==> config.mk <==
export PLATFORM = sky130hd
export DESIGN_NAME = btn_pulse_conditioner
export DESIGN_NICKNAME = d
export VERILOG_FILES = /design/src/rtl/btn_pkg.sv /design/src/rtl/btn_debounce_channel.sv /design/src/rtl/btn_pulse_conditioner.sv
export SDC_FILE = /design/constraint.sdc
export NUM_CORES = 1
export LEC_CHECK = 0
export CAP_MARGIN = 20
export CORE_MARGIN = 2
export CORE_UTILIZATION = 43
export CTS_CLUSTER_DIAMETER = 150
export DETAILED_ROUTE_END_ITERATION = 6
export PLACE_DENSITY = 0.68
export REMOVE_ABC_BUFFERS = 1
export SYNTH_ARGS = -nofsm -noshare
export SYNTH_HDL_FRONTEND = slang
export SYNTH_SLANG_ARGS = --single-unit
==> constraint.sdc <==
create_clock -name clk -period 3.1 [get_ports clk]
set_input_delay 0.62 -clock clk [delete_from_list [all_inputs] [get_ports clk]]
set_output_delay 0.62 -clock clk [all_outputs]
set_load 0.02 [all_outputs]
==> src/rtl/btn_pkg.sv <==
// Shared types and default timing for the push-button conditioner.
// Optional auto-repeat is enabled by defining BTN_REPEAT_EN.
package btn_pkg;

  typedef enum logic [1:0] {
    IDLE         = 2'd0,
    PRESS_WAIT   = 2'd1,
    PRESSED      = 2'd2,
    RELEASE_WAIT = 2'd3
  } btn_state_t;

  // 20 ms stability window, 500 ms to first repeat, 100 ms between repeats at 100 MHz.
  localparam int STABLE_CYCLES_DEF = 2_000_000;
  localparam int REPEAT_DELAY_DEF  = 50_000_000;
  localparam int REPEAT_PERIOD_DEF = 10_000_000;

endpackage : btn_pkg

==> src/rtl/btn_debounce_channel.sv <==
// One button channel: 2-FF synchronizer, stability-count debounce FSM, one-cycle press pulse.
// Defining BTN_REPEAT_EN adds auto-repeat pulses while the button stays pressed.
module btn_debounce_channel
  import btn_pkg::*;
#(
  parameter int STABLE_CYCLES = STABLE_CYCLES_DEF,
  parameter int REPEAT_DELAY  = REPEAT_DELAY_DEF,
  parameter int REPEAT_PERIOD = REPEAT_PERIOD_DEF
) (
  input  logic clk,
  input  logic reset,
  input  logic raw,
  output logic pulse,
  output logic held
);

  localparam int               CNT_W    = $clog2(STABLE_CYCLES + 1);
  localparam logic [CNT_W-1:0] CNT_LAST = CNT_W'(STABLE_CYCLES - 1);

  if (STABLE_CYCLES < 1) begin : g_bad_stable
    $error("btn_debounce_channel: STABLE_CYCLES must be at least 1");
  end
  if (REPEAT_PERIOD < 1 || REPEAT_PERIOD > REPEAT_DELAY) begin : g_bad_repeat
    $error("btn_debounce_channel: need 1 <= REPEAT_PERIOD <= REPEAT_DELAY");
  end

  logic             s1_q;
  logic             s2_q;
  btn_state_t       state_q;
  btn_state_t       state_d;
  logic [CNT_W-1:0] cnt_q;
  logic [CNT_W-1:0] cnt_d;
  logic             accept;
  logic             rep_fire;
  logic             pulse_q;

  // NOTE: sequential state uses non-blocking assignments so every flop samples
  // the pre-edge value of its source; blocking here would collapse s1/s2 into one stage.
  always_ff @(posedge clk) begin
    if (reset) begin
      s1_q <= 1'b0;
      s2_q <= 1'b0;
    end else begin
      s1_q <= raw;
      s2_q <= s1_q;
    end
  end

  // NOTE: every signal driven here gets a default first, so no path through the
  // case can leave one unassigned and infer a latch.
  always_comb begin
    state_d = state_q;
    cnt_d   = cnt_q;
    accept  = 1'b0;
    unique case (state_q)
      IDLE: begin
        if (s2_q) begin
          state_d = PRESS_WAIT;
          cnt_d   = '0;
        end
      end
      PRESS_WAIT: begin
        if (!s2_q) begin
          state_d = IDLE;
        end else if (cnt_q == CNT_LAST) begin
          state_d = PRESSED;
          accept  = 1'b1;
        end else begin
          cnt_d = cnt_q + CNT_W'(1);
        end
      end
      PRESSED: begin
        if (!s2_q) begin
          state_d = RELEASE_WAIT;
          cnt_d   = '0;
        end
      end
      RELEASE_WAIT: begin
        // A high sample here is release bounce: go back without a new pulse.
        if (s2_q) begin
          state_d = PRESSED;
        end else if (cnt_q == CNT_LAST) begin
          state_d = IDLE;
        end else begin
          cnt_d = cnt_q + CNT_W'(1);
        end
      end
      default: begin
        state_d = IDLE;
        cnt_d   = '0;
      end
    endcase
  end

  always_ff @(posedge clk) begin
    if (reset) begin
      state_q <= IDLE;
      cnt_q   <= '0;
      pulse_q <= 1'b0;
    end else begin
      state_q <= state_d;
      cnt_q   <= cnt_d;
      pulse_q <= accept | rep_fire;
    end
  end

`ifdef BTN_REPEAT_EN
  localparam int                RCNT_W     = $clog2(REPEAT_DELAY + 1);
  localparam logic [RCNT_W-1:0] REP_LAST   = RCNT_W'(REPEAT_DELAY - 1);
  localparam logic [RCNT_W-1:0] REP_RELOAD = RCNT_W'(REPEAT_DELAY - REPEAT_PERIOD);

  logic [RCNT_W-1:0] rep_q;
  logic [RCNT_W-1:0] rep_d;

  // Counts only while the button stays pressed; reloading to DELAY-PERIOD
  // makes later repeats arrive every REPEAT_PERIOD cycles.
  always_comb begin
    rep_d    = '0;
    rep_fire = 1'b0;
    if (state_q == PRESSED && s2_q) begin
      if (rep_q == REP_LAST) begin
        rep_fire = 1'b1;
        rep_d    = REP_RELOAD;
      end else begin
        rep_d = rep_q + RCNT_W'(1);
      end
    end
  end

  always_ff @(posedge clk) begin
    if (reset) begin
      rep_q <= '0;
    end else begin
      rep_q <= rep_d;
    end
  end
`else
  assign rep_fire = 1'b0;
`endif

  assign pulse = pulse_q;
  assign held  = (state_q == PRESSED) || (state_q == RELEASE_WAIT);

endmodule : btn_debounce_channel

==> src/rtl/btn_pulse_conditioner.sv <==
// Conditions the left/right push-buttons into one-cycle step pulses for the control unit.
// Defining BTN_REPEAT_EN adds auto-repeat pulses on a held button.
module btn_pulse_conditioner
  import btn_pkg::*;
#(
  parameter int STABLE_CYCLES = STABLE_CYCLES_DEF,
  parameter int REPEAT_DELAY  = REPEAT_DELAY_DEF,
  parameter int REPEAT_PERIOD = REPEAT_PERIOD_DEF
) (
  input  logic clk,
  input  logic reset,
  input  logic btnL_raw,
  input  logic btnR_raw,
  output logic leftBtnDebounce,
  output logic rightBtnDebounce,
  output logic btnL_held,
  output logic btnR_held
);

  // The channels share nothing, so simultaneous presses pulse in the same cycle.
  btn_debounce_channel #(
    .STABLE_CYCLES(STABLE_CYCLES),
    .REPEAT_DELAY (REPEAT_DELAY),
    .REPEAT_PERIOD(REPEAT_PERIOD)
  ) u_left (
    .clk  (clk),
    .reset(reset),
    .raw  (btnL_raw),
    .pulse(leftBtnDebounce),
    .held (btnL_held)
  );

  btn_debounce_channel #(
    .STABLE_CYCLES(STABLE_CYCLES),
    .REPEAT_DELAY (REPEAT_DELAY),
    .REPEAT_PERIOD(REPEAT_PERIOD)
  ) u_right (
    .clk  (clk),
    .reset(reset),
    .raw  (btnR_raw),
    .pulse(rightBtnDebounce),
    .held (btnR_held)
  );

endmodule : btn_pulse_conditioner

# == Yosys cells after proc, flatten, opt, wreduce, memory -nomap -nowiden ==
# Index checks and enable logic that the tools add are counted.
# totals
register_bits,52
output_inout_bits,4
inputBits,4
# classes
reduce_logical,10
n_mux,28
n_addsub,2
n_eq_ne,20
bitwise_logic,4
# op_table
op,count
$mux W21,10
$pmux W21 S4,2
$add A21 B1 Y21 const B,2
$eq A21 B21 Y1 const B,2
$mux W2,12
$pmux W2 S4,2
$reduce_and A4 Y1,4
$eq A2 B2 Y1 const B,4
$ne A2 B1 Y1 const B,4
$ne A2 B2 Y1 const B,4
$ne A3 B1 Y1 const B,2
$ne A3 B3 Y1 const B,2
$reduce_or A3 Y1,2
$eq A2 B1 Y1 const B,2
$logic_not A2 Y1,2
$not A1 Y1,4
$logic_or A1 B1 Y1,2
$mux W1,2

# == Depth between registers and ports, before layout ==
# logic_depth
word_depth,4
depth_mapped,8
depth_no_buf,6

# == Cells and area by module ==
# From an unflattened synthesis, not the netlist that was laid out.
# hier_totals
hier_cells,312
area_unflattened_um2,2665.1
# modules_own_cells
module,seq_area_each_um2,n_inst,cells_each,area_each_um2
btn_debounce_channel,520.5,2,156,1332.5

# == Worst setup path after synthesis ==
# OpenSTA, ideal clock, no wires.
# synth_path
kind,register to register
startpoint,register u_right.cnt_q[0]
endpoint,register u_right.cnt_q[19]
setup_ns,0.120
path_stages_with_launch,8
setup_slack_ns,1.046
arrival_time_ns,1.935
t_required_ns,2.980
cell_sequence,dfxtp_1 ha_1 nand2_1 or4b_1 buf_6 o2111a_2 o211a_1 a211o_1
# synth_between
elab_chain_cells,4
elab_cells_between_ends,6
# synth_rtl
item,line,rtl
from (decl),btn_debounce_channel.sv:31,logic [CNT_W-1:0] cnt_q;
from (signal assigned),btn_debounce_channel.sv:102,cnt_q <= cnt_d;
$add A21 B1 Y21 / $eq A21 B21 Y1 (equally long branches),--,
$mux W21 *,"btn_debounce_channel.sv:65, btn_debounce_channel.sv:82",
"$mux W21, on equally long branches","btn_debounce_channel.sv:80, btn_debounce_channel.sv:63",
$pmux W21 S4 *,btn_debounce_channel.sv:55,unique case (state_q)
# Mark *: on every way between the ends. The rest lies on a longest branch, timed or not. The select of a mux whose other input is x is not followed.
# A chain may end at the register's enable or synchronous reset.

# == Worst setup path after layout ==
# Ends and elaborated chain as after synthesis.

==> metrics.yaml <==
grt_pass1_vias: 1820
layout.area.seq_sq_um: 1041
totalWireLength_mm: 4.885
io_pins: 8
gpl.final_weighted_congestion: 0.8096
crit_path_max_fanout: 10
final.hold.worst_slack_ps: 443.3
ctsRootBufferMaster: "sky130_fd_sc_hd__clkbuf_8"
ys.flop_type: "sky130_fd_sc_hd__dfxtp_1"
fin_setup_tns_ps: 0
utilization_pct: 48.53
fill_cells: 547
power-per-cell-area_nw_per_um2: 400.3
design.final.nets: 297
timing.final.hold_violations: 0
synth-edff-count: 0
finalWorstPathRequiredPeriod_ps: 2270
clock-sinks: 52
power_frac_clock_pct: 33.9
dp_slack_ps: 854.5
seqPwrFrac_pct: 62.5
grt-ovfl-total: 0
path_clk_slew_ps: 90
placement.cell_area_sq_um: 2611
timing.critical_path.arrival_ps: 2470
netSwitchingPower_mw: 0.2384
finalClockSkew_ps: 7.658
timing.critical_path.cells: "ha_1, nand2_1, or4b_1, o2111a_2, o211a_1, a211o_1"
cellLeakagePower_nw: 0.8660
coreArea_sq_um: 5540
setup_repair_after_global_routing_missed_its_margin: "no"
seq_area_frac_synth_pct: 42.17
finalInstanceArea_sq_um: 2689
yosys.cell_types.count: 51
grt_usage_pct: 16.44
drc_errors: 0
dpl.hpwl_mm: 3.423
grt_max_degree: 23
max-cap-violations: 0
report.final.setup_viol: 0
post_cts_hold_buffer_count: 0
insertedDiodeCount: 0
number_of_warnings_reported_in_the_yosys_synthesis_log: 0
post_cts_resize_count: 0
cts-buffers-inserted: 5
area_added_between_synthesis_and_finish_pct: 8.920
wl_per_cell_um: 13.46
avgSynthCellArea_sq_um: 8.723
multi_input_comb_area_sq_um: 1358
die_ht_um: 79.77
worst_skew_pair.late_latency_ps: 300
die_width_um: 79.77
worstMarginPinSlew_ps: 878.3
vdd.ir_drop.worst_mv: 0.2078
synth_instances: 283
die-area_sq_um: 6363
cpPeakStageDelay_ps: 700
internal_power_mw: 0.8379
tritoncts: "yes"
grt_pass1_wl_mm: 8.397
detail_route.iter0.violations: 112
cp-start-kind: "flip-flop"
drive_above_1_share_pct: 6.186
switching_part_of_the_total_pct: 22.15
relSlewSlack_pct: 41.05
antenna_found_initial: 0
ys_seq_elements: 52
drt_first_pass_iters: 4
final_cell_mix: "sky130_fd_sc_hd__dfxtp_1 (52), sky130_fd_sc_hd__nor2_1 (29), sky130_fd_sc_hd__a21oi_1 (21), sky130_fd_sc_hd__nand2_1 (17)"
final-max-slew-violation-count: 0
cts.repair_timing.setup_buffer_count: 0
critical_path.endpoint_type: "flip-flop"
min_period_over_period_pct: 73.24
combinationalPowerShare_pct: 3.5
timing.setup.critical_path_class: "flip-flop to flip-flop"
outcome: "finished, final reports clean"
min-delay-path-class: "flip-flop to flip-flop"
clock.fmax_mhz: 440.5
ant_nets: 0
vias_per_cell: 5.700
cp_data_required_time_ps: 3300
numPortBuffers: 7
synth_area_sq_um: 2469
via_count: 2069
num_rows: 27
final.setup.worst_slack_ps: 829.6
cts_htree_levels: 2
cts_max_path_buffers: 2
cp_slowest_cell: "sky130_fd_sc_hd__or4b_1"
layout_commonest_cell: "sky130_fd_sc_hd__dfxtp_1"
floorplan.initialDensity_pct: 44.56
synth_async_sr_flop_share_pct: 0
## power by group through the flow
stage                     clock (mW)  sequential, mW  combinational (mW)
after floorplan                    0           0.688              0.0202
after detailed placement           0           0.689              0.0385
after global routing           0.409           0.674              0.0428
final                          0.365           0.673              0.0381
after CTS                      0.377           0.673              0.0387
after global placement             0           0.689              0.0370
## per-stage QoR
| stage | instances | power [mW] |
|---|---|---|
| 2_1_floorplan | 273 | 0.7086 |
| 3_3_place_gp | 355 | 0.7259 |
| 3_5_place_dp | 356 | 0.7274 |
| 4_1_cts | 363 | 1.089 |
| 5_1_grt | 363 | 1.126 |
| 6_report | 363 | 1.076 |
## cell usage after synthesis, drive strengths merged (4+ instances only)
master / count / area share (%)
nand4: 16 / 4.1
o2111ai: 4 / 1.4
and3: 6 / 1.5
o21ai: 14 / 3.0
xor2: 17 / 6.3
or3: 7 / 1.8
nor2: 29 / 4.4
nor3: 5 / 1.0
o31ai: 9 / 2.9
nor4b: 4 / 1.4
nor2b: 5 / 1.3
nand2: 17 / 2.6
clkbuf: 7 / 1.1
inv: 6 / 0.91
dfxtp: 52 / 42
a21oi: 21 / 4.3
nand3: 14 / 2.8
or4: 9 / 2.7
## state kept, by name, summed over array words and instances, names as in the netlist, named ones only
signal           cells
u_right.state_q      1
u_left.state_q       1
u_left.pulse         1
u_right.cnt_q       21
u_left.s2_q          1
u_right.pulse        1
u_left.s1_q          1
u_right.s2_q         1
u_right.s1_q         1
u_left.cnt_q        21
## per-layer routing
layer	global-route usage [%]	part of all wire (%)	vias up
li1	-	-	1078
met1	24.74	53	945
met2	23.36	41	40
met3	2.828	4.9	6
met4	5.932	1.2	0
met5	0	0	-
## area by class of cell
type / instances / area share, %
multi-input cells: 215 / 50.49
flip-flops and latches: 52 / 38.72
repair buffers: 11 / 3.723
well taps: 72 / 3.350
clock buffers: 6 / 2.699
inverters: 6 / 0.8376
clock inverters: 1 / 0.1861
## critical path, delay by kind of cell, from the launching register on
kind	cells	cell delay (ps)
AND/OR/NAND/NOR	2	800
adder cells (fa/ha/maj)	1	210
AO/OA/AOI/OAI	3	790
flip-flops	1	370
## cell families (layout without fill, tap and decap cells)
logic type | count (synthesis) | count (layout) | share of synthesized area, %
buffers and inverters | 16 | 24 | 2.838
DFF | 52 | 52 | 42.17
and+or+nand+nor | 127 | 127 | 28.33
adders and majority gates | 2 | 2 | 1.014
muxes | 2 | 2 | 0.8616
AOI/OAI and AO/OA | 64 | 64 | 17.38
xor gates and xnor gates | 20 | 20 | 7.400
## worst paths after layout
check                                       from                 to  slack (ps)  depth (start not counted)
worst max-delay path            u_right.cnt_q[0]  u_right.cnt_q[19]         830                          6
worst min-delay path                 u_left.s1_q        u_left.s2_q         440                          1
worst max register to register  u_right.cnt_q[0]  u_right.cnt_q[19]         830                          6
worst min register to register       u_left.s1_q        u_left.s2_q         440                          1
Note: power is estimated with default switching activity, not from simulation.
